File: config.mk
export PLATFORM = sky130hd
export DESIGN_NAME = ssd_scan_ctrl
export DESIGN_NICKNAME = d
export VERILOG_FILES = /design/src/rtl/ssd_pkg.sv /design/src/rtl/btn_debounce_pulse.sv /design/src/rtl/ssd_scan_ctrl.sv
export SDC_FILE = /design/constraint.sdc
export NUM_CORES = 1
export LEC_CHECK = 0
export CAP_MARGIN = 30
export CORE_MARGIN = 1.5
export CORE_UTILIZATION = 29
export CTS_CLUSTER_SIZE = 24
export DETAILED_ROUTE_END_ITERATION = 16
export GPL_ROUTABILITY_DRIVEN = 0
export GPL_TIMING_DRIVEN = 0
export PLACE_DENSITY = 0.47
export SETUP_SLACK_MARGIN = 0.05
export SLEW_MARGIN = 20
export SYNTH_ARGS = -nofsm -noshare
export SYNTH_HDL_FRONTEND = slang
export SYNTH_SLANG_ARGS = --single-unit
File: constraint.sdc
create_clock -name clk -period 3.65 [get_ports clk]
set_clock_uncertainty 0.05 [all_clocks]
set_input_delay 1.095 -clock clk [delete_from_list [all_inputs] [get_ports clk]]
set_output_delay 1.095 -clock clk [all_outputs]
set_load 0.005 [all_outputs]
File: src/rtl/ssd_pkg.sv
// Shared constants and helpers for the seven-segment scan controller:
// active-low segment patterns, the hex decoder and counter width helpers.
package ssd_pkg;

  localparam logic [6:0] SEG_BLANK = 7'b1111111;

  // Entry n is the active-low {a,b,c,d,e,f,g} pattern for hex digit n.
  localparam logic [15:0][6:0] SEG_HEX = {
    7'b0111000, 7'b0110000, 7'b1000010, 7'b0110001,
    7'b1100000, 7'b0001000, 7'b0000100, 7'b0000000,
    7'b0001111, 7'b0100000, 7'b0100100, 7'b1001100,
    7'b0000110, 7'b0010010, 7'b1001111, 7'b0000001
  };

  function automatic logic [6:0] hex_to_seg(input logic [3:0] nib);
    return SEG_HEX[nib];
  endfunction

  // Bits needed for a counter running 0..n-1, never less than one.
  function automatic int cnt_width(input int n);
    return (n <= 2) ? 1 : $clog2(n);
  endfunction

endpackage

File: src/rtl/btn_debounce_pulse.sv
// Synchronises a raw button, debounces it and emits a one-cycle pulse on
// each accepted press. Release is debounced too but produces no pulse.
module btn_debounce_pulse
  import ssd_pkg::*;
#(
  parameter int DB_CYCLES = 1000000
) (
  input  logic clk_i,
  input  logic rst_i,
  input  logic btn_i,
  output logic pulse_o
);

  localparam int CW = cnt_width(DB_CYCLES);

  logic          sync1_q, sync2_q;
  logic          level_q, level_d;
  logic          level_dly_q;
  logic [CW-1:0] cnt_q, cnt_d;
  logic          pulse_q;

  // The counter only runs while the synchronised input disagrees with the
  // accepted level; any agreement in between restarts the qualification.
  always_comb begin
    level_d = level_q;
    cnt_d   = '0;
    if (sync2_q != level_q) begin
      if (cnt_q == CW'(DB_CYCLES - 1)) begin
        level_d = sync2_q;
      end else begin
        cnt_d = cnt_q + CW'(1);
      end
    end
  end

  always_ff @(posedge clk_i or posedge rst_i) begin
    if (rst_i) begin
      sync1_q     <= 1'b0;
      sync2_q     <= 1'b0;
      level_q     <= 1'b0;
      level_dly_q <= 1'b0;
      cnt_q       <= '0;
      pulse_q     <= 1'b0;
    end else begin
      sync1_q     <= btn_i;
      sync2_q     <= sync1_q;
      level_q     <= level_d;
      level_dly_q <= level_q;
      cnt_q       <= cnt_d;
      pulse_q     <= level_q & ~level_dly_q;
    end
  end

  assign pulse_o = pulse_q;

endmodule

File: src/rtl/ssd_scan_ctrl.sv
// Time-multiplexed common-anode seven-segment driver with shadowed data,
// leading-zero blanking and a debounced single-step button pulse.
module ssd_scan_ctrl
  import ssd_pkg::*;
#(
  parameter int DIGITS      = 4,
  parameter int REFRESH_DIV = 200000,
  parameter int DB_CYCLES   = 1000000
) (
  input  logic                clk,
  input  logic                reset,
  input  logic [4*DIGITS-1:0] data,
  input  logic [DIGITS-1:0]   dp,
  input  logic                blank_lz,
  input  logic                load,
  input  logic                step_btn,
  output logic [DIGITS-1:0]   an,
  output logic [6:0]          seg,
  output logic                seg_dp,
  output logic                step_pulse
);

  localparam int PW = cnt_width(REFRESH_DIV);
  localparam int IW = cnt_width(DIGITS);

  logic [PW-1:0]       pre_q, pre_d;
  logic [IW-1:0]       idx_q, idx_d;
  logic [4*DIGITS-1:0] sh_data_q;
  logic [DIGITS-1:0]   sh_dp_q;
  logic                sh_lz_q;
  logic [DIGITS-1:0]   an_q, an_d;
  logic [6:0]          seg_q, seg_d;
  logic                seg_dp_q, seg_dp_d;
  logic [DIGITS-1:0]   blank_vec;
  logic                zero_run;
  logic [3:0]          cur_nib;
  logic                cur_dp, cur_blank;

  always_comb begin
    pre_d = pre_q + PW'(1);
    idx_d = idx_q;
    if (pre_q == PW'(REFRESH_DIV - 1)) begin
      pre_d = '0;
      idx_d = (idx_q == IW'(DIGITS - 1)) ? '0 : idx_q + IW'(1);
    end
  end

  // Walk from the most significant digit down; a digit is a leading zero
  // while every nibble at or above it is zero. Digit 0 always stays lit.
  always_comb begin
    zero_run  = 1'b1;
    blank_vec = '0;
    for (int k = DIGITS - 1; k >= 0; k--) begin
      zero_run     = zero_run & (sh_data_q[4*k +: 4] == 4'h0);
      blank_vec[k] = sh_lz_q & zero_run & (k != 0);
    end
  end

  always_comb begin
    cur_nib   = 4'h0;
    cur_dp    = 1'b0;
    cur_blank = 1'b0;
    for (int k = 0; k < DIGITS; k++) begin
      if (idx_q == IW'(k)) begin
        cur_nib   = sh_data_q[4*k +: 4];
        cur_dp    = sh_dp_q[k];
        cur_blank = blank_vec[k];
      end
    end
  end

  always_comb begin
    an_d     = ~(DIGITS'(1) << idx_q);
    seg_d    = hex_to_seg(cur_nib);
    seg_dp_d = ~cur_dp;
    if (cur_blank) begin
      an_d     = '1;
      seg_d    = SEG_BLANK;
      seg_dp_d = 1'b1;
    end
  end

  always_ff @(posedge clk or posedge reset) begin
    if (reset) begin
      pre_q <= '0;
      idx_q <= '0;
    end else begin
      pre_q <= pre_d;
      idx_q <= idx_d;
    end
  end

  // Shadow copies hold between loads so a frame never mixes two values.
  always_ff @(posedge clk or posedge reset) begin
    if (reset) begin
      sh_data_q <= '0;
      sh_dp_q   <= '0;
      sh_lz_q   <= 1'b0;
    end else if (load) begin
      sh_data_q <= data;
      sh_dp_q   <= dp;
      sh_lz_q   <= blank_lz;
    end
  end

  always_ff @(posedge clk or posedge reset) begin
    if (reset) begin
      an_q     <= '1;
      seg_q    <= SEG_BLANK;
      seg_dp_q <= 1'b1;
    end else begin
      an_q     <= an_d;
      seg_q    <= seg_d;
      seg_dp_q <= seg_dp_d;
    end
  end

  assign an     = an_q;
  assign seg    = seg_q;
  assign seg_dp = seg_dp_q;

  btn_debounce_pulse #(
    .DB_CYCLES(DB_CYCLES)
  ) u_step_btn (
    .clk_i  (clk),
    .rst_i  (reset),
    .btn_i  (step_btn),
    .pulse_o(step_pulse)
  );

endmodule

==> metrics.md <==
| Metric | Value |
|---|---|
| Status | `finished clean` |
| R2R depth | `9` |
| Fin Setup TNS | `0 ns` |
| Final Slew Violations | `0` |
| Placement Setup Slack | `0.752 ns` |
| Crit path depth | `9` |
| Largest family of logic cells by synthesized area | `simple AND/OR/NAND/NOR gates` |
| Antenna violations before repair | `0` |
| Ranking of synthesized cells by area | `dfrtp_1 44%, dfstp_2 8.4%, mux2_2 6.9%` |
| Number of synthesized flops with an enable pin | `0` |
| Crit path max-delay family | `compound AO/OA/AOI/OAI gates` |
| Most numerous cell in the Yosys netlist | `dfrtp_1` |
| Worst Path Arrival | `3.09 ns` |
| RSZ-0062 raised after global routing | `no` |
| DRT iter0 DRCs | `106` |
| Final ANT Viol Nets | `0` |
| Ports | `38` |
| Setup Fix Bufs, Post-CTS | `0` |
| Root buffer cell | `clkbuf_16` |
| Adder-Cell Fraction of Synth Area | `0.0402` |
| Die Ht | `116 um` |
| Headroom to the max-slew limit | `0.393` |
| CTS buffer count | `9` |
| Area growth syn-to-layout | `26.0%` |
| Lkg Pwr | `0.00194 uW` |
| Compound-Gate Fraction of Synth Area | `0.0784` |
| # rows | `41` |
| Max cap viols | `0` |
| Buf+Inv Stages, Crit Path | `3` |
| Worst Hold Class | `flop to flop` |
| Post-synthesis sequential area ratio | `0.527` |
| Clock buffer depth | `2` |
| Slack of the critical path | `0.720 ns` |
| Post-CTS Resized | `0` |
| Power Dens Cells | `461 nW/um2` |
| Syn_nets | `374` |
| Worst setup path end | `seg[3]` |
| Slew @ Worst Pin | `0.911 ns` |
| FMAX | `341 MHz` |
| Slack of the worst reg-to-reg path | `0.72 ns` |
| #FFs+latches synth | `78` |
| Post-synthesis async set-or-reset flop share | `1.00` |
| Reg clk slew, reported paths | `0.06 ns` |
| Post-DP Area | `4350 um2` |
| Final hold violations | `0` |
| Post-route cell area | `4700 um2` |
| CTS Sinks | `78` |
| Crit path largest cell delay | `0.79 ns` |
| Vias in the first global route | `2688` |
| Synth Instances | `337` |
| Worst path cell trace | `inv_1 -> ha_1 -> clkbuf_1 -> a211oi_1 -> a221oi_1 -> inv_1 -> ha_1 -> mux2i_1 -> a32oi_1` |
| CP max FO | `10` |
| Full die area | `13600 um2` |
| Crit end category | `flop` |
| Hpwl dp | `5560 um` |
| First-pass GRT wire length | `13300 um` |
| Fillers | `1283` |
| Clock period minus worst slack | `2.93 ns` |
| PortBufs | `37` |
| Final critical-path share of the clock period | `0.803` |
| Largest net degree at the start of global routing | `57` |
| H-tree depth | `3` |
| Initial core utilization | `0.297` |
| Wire per inst | `13.8 um` |
| Critical Path Start | `idx_q[1]` |
| Cell accounting for the most synthesized area | `dfrtp_1` |
| Synth Area in XOR/XNOR | `0.0610` |
| Gr ovfl total | `0` |
| Hold path depth | `0` |
| Final setup fails | `0` |
| Critical path type | `flop to flop` |
| Core ar. | `12600 um2` |
| Syn Std Cell Area | `3730 um2` |
| Worst reg2reg path endpoint | `seg[3]` |
| Detailed Routing Iterations Pass 1 | `4` |
| Maximum vdd drop | `236 uV` |
| Mean area per synthesized cell | `11.1 um2` |
| Crit path required time | `3.81 ns` |
| Element type at the critical path start | `flop` |
| Utilization after layout | `0.374` |
| Final wirelength | `7740 um` |
| CTS tree | `built` |
| Post-synthesis mux area share | `0.0855` |
| Nets | `423` |
| Hold-fix buffer count after cts | `0` |
| Overall Global Routing Usage | `0.127` |
| Vias/cell | `4.74` |
| Via count | `2666` |
| Crit-path slowest cell | `a221oi_1` |
| Top cells by count, synth | `66 x dfrtp_1, 29 x nor2_1, 25 x nand2_1, 23 x mux2_2, 15 x nand3_1` |
| Share of cells above drive strength 1 | `0.159` |
| R2R Path Start | `idx_q[1]` |
| Die width | `116 um` |
| Antenna diode count | `0` |
| Power Total | `2170 uW` |
| Clock Latency Late Sink | `0.34 ns` |
| Simple-Gate Fraction of Synth Area | `0.183` |
| Post-synth top area share | `0.443` |
| Warnings, synthesis | `0` |
| Ys flop type | `dfrtp_1` |
| Cell variety after synth | `46` |
| DRC errors left | `0` |
==> logic make-up after synthesis <==
kind of cell	after synthesis
flops	78
mux	29
compound gates	42
fa+ha+maj	12
buf+inv	22
xor+xnor	26
simple gates	128
==> metal layers <==
layer	vias up	wire, um	track usage
met3	7	300	0.0384
met1	1317	3950	0.176
met2	40	3390	0.191
met4	0	102	0.0407
li1	1302	-	-
met5	-	0	0
==> power by group <==
part	internal (uW)	leakage, uW	switching (uW)
registers	917	0.000979	26.8
logic	102	0.000784	84.8
clock network	692	0.000175	347
total	1710	0.00194	458
==> area by class of cell <==
type                    instances  area [um2]  area share
repair buffers                 38         398      0.0846
clock buffers                  14         294      0.0625
well taps                     172         215      0.0458
plain buffers                  10        47.5      0.0101
multi-input cells             237        1670       0.356
clock inverters                 2        60.1      0.0128
inverters                      12        47.5      0.0101
flip-flops and latches         78        1970       0.418
==> per-stage QoR <==
stage | hold slack [ns] | cells
after floorplan | 0.281 | 337
after global placement | 0.291 | 546
after detailed placement | 0.286 | 547
after CTS | 0.308 | 563
after global routing | 0.320 | 563
final | 0.306 | 563
==> layout by cell type, fill, tap and decap left out, types with 5 or more instances in the layout <==
master / synthesis / final
dfrtp_1: 66 / 66
clkdlybuf4s50_1: 0 / 37
nor2_1: 29 / 29
nand2_1: 25 / 25
mux2_2: 23 / 23
nand3_1: 15 / 15
xor2_1: 13 / 13
xnor2_1: 13 / 13
ha_1: 12 / 12
dfstp_2: 12 / 12
inv_1: 12 / 11
a21oi_1: 10 / 10
clkbuf_16: 0 / 9
nor2b_1: 8 / 8
or3_1: 7 / 7
o21ai_0: 7 / 7
or4_1: 6 / 6
nor3_1: 6 / 6
mux2i_1: 6 / 6
nand4_1: 5 / 5
o31ai_1: 5 / 5
nand3b_1: 5 / 5
nor4_1: 5 / 5
a211oi_1: 5 / 5
clkbuf_8: 0 / 5
==> flip-flops by register name, summed over array words and instances (netlist names) <==
| name | cells |
|---|---|
| u_step_btn.level_q | 1 |
| sh_dp_q | 4 |
| pre_q | 18 |
| idx_q | 2 |
| sh_data_q | 16 |
| an | 4 |
| u_step_btn.level_dly_q | 1 |
| u_step_btn.cnt_q | 20 |
| seg | 7 |
| u_step_btn.sync1_q | 1 |
| sh_lz_q | 1 |
| seg_dp | 1 |
| u_step_btn.sync2_q | 1 |
| u_step_btn.pulse_o | 1 |
==> worst min-delay path by stage <==
stage,start,endpoint
detailed placement,u_step_btn.sync1_q,u_step_btn.sync2_q
global route,u_step_btn.sync1_q,u_step_btn.sync2_q
finish,u_step_btn.sync1_q,u_step_btn.sync2_q
global placement,u_step_btn.sync1_q,u_step_btn.sync2_q
floorplan,u_step_btn.sync1_q,u_step_btn.sync2_q
CTS,u_step_btn.sync1_q,u_step_btn.sync2_q
Power figures use the tool's default switching activity.
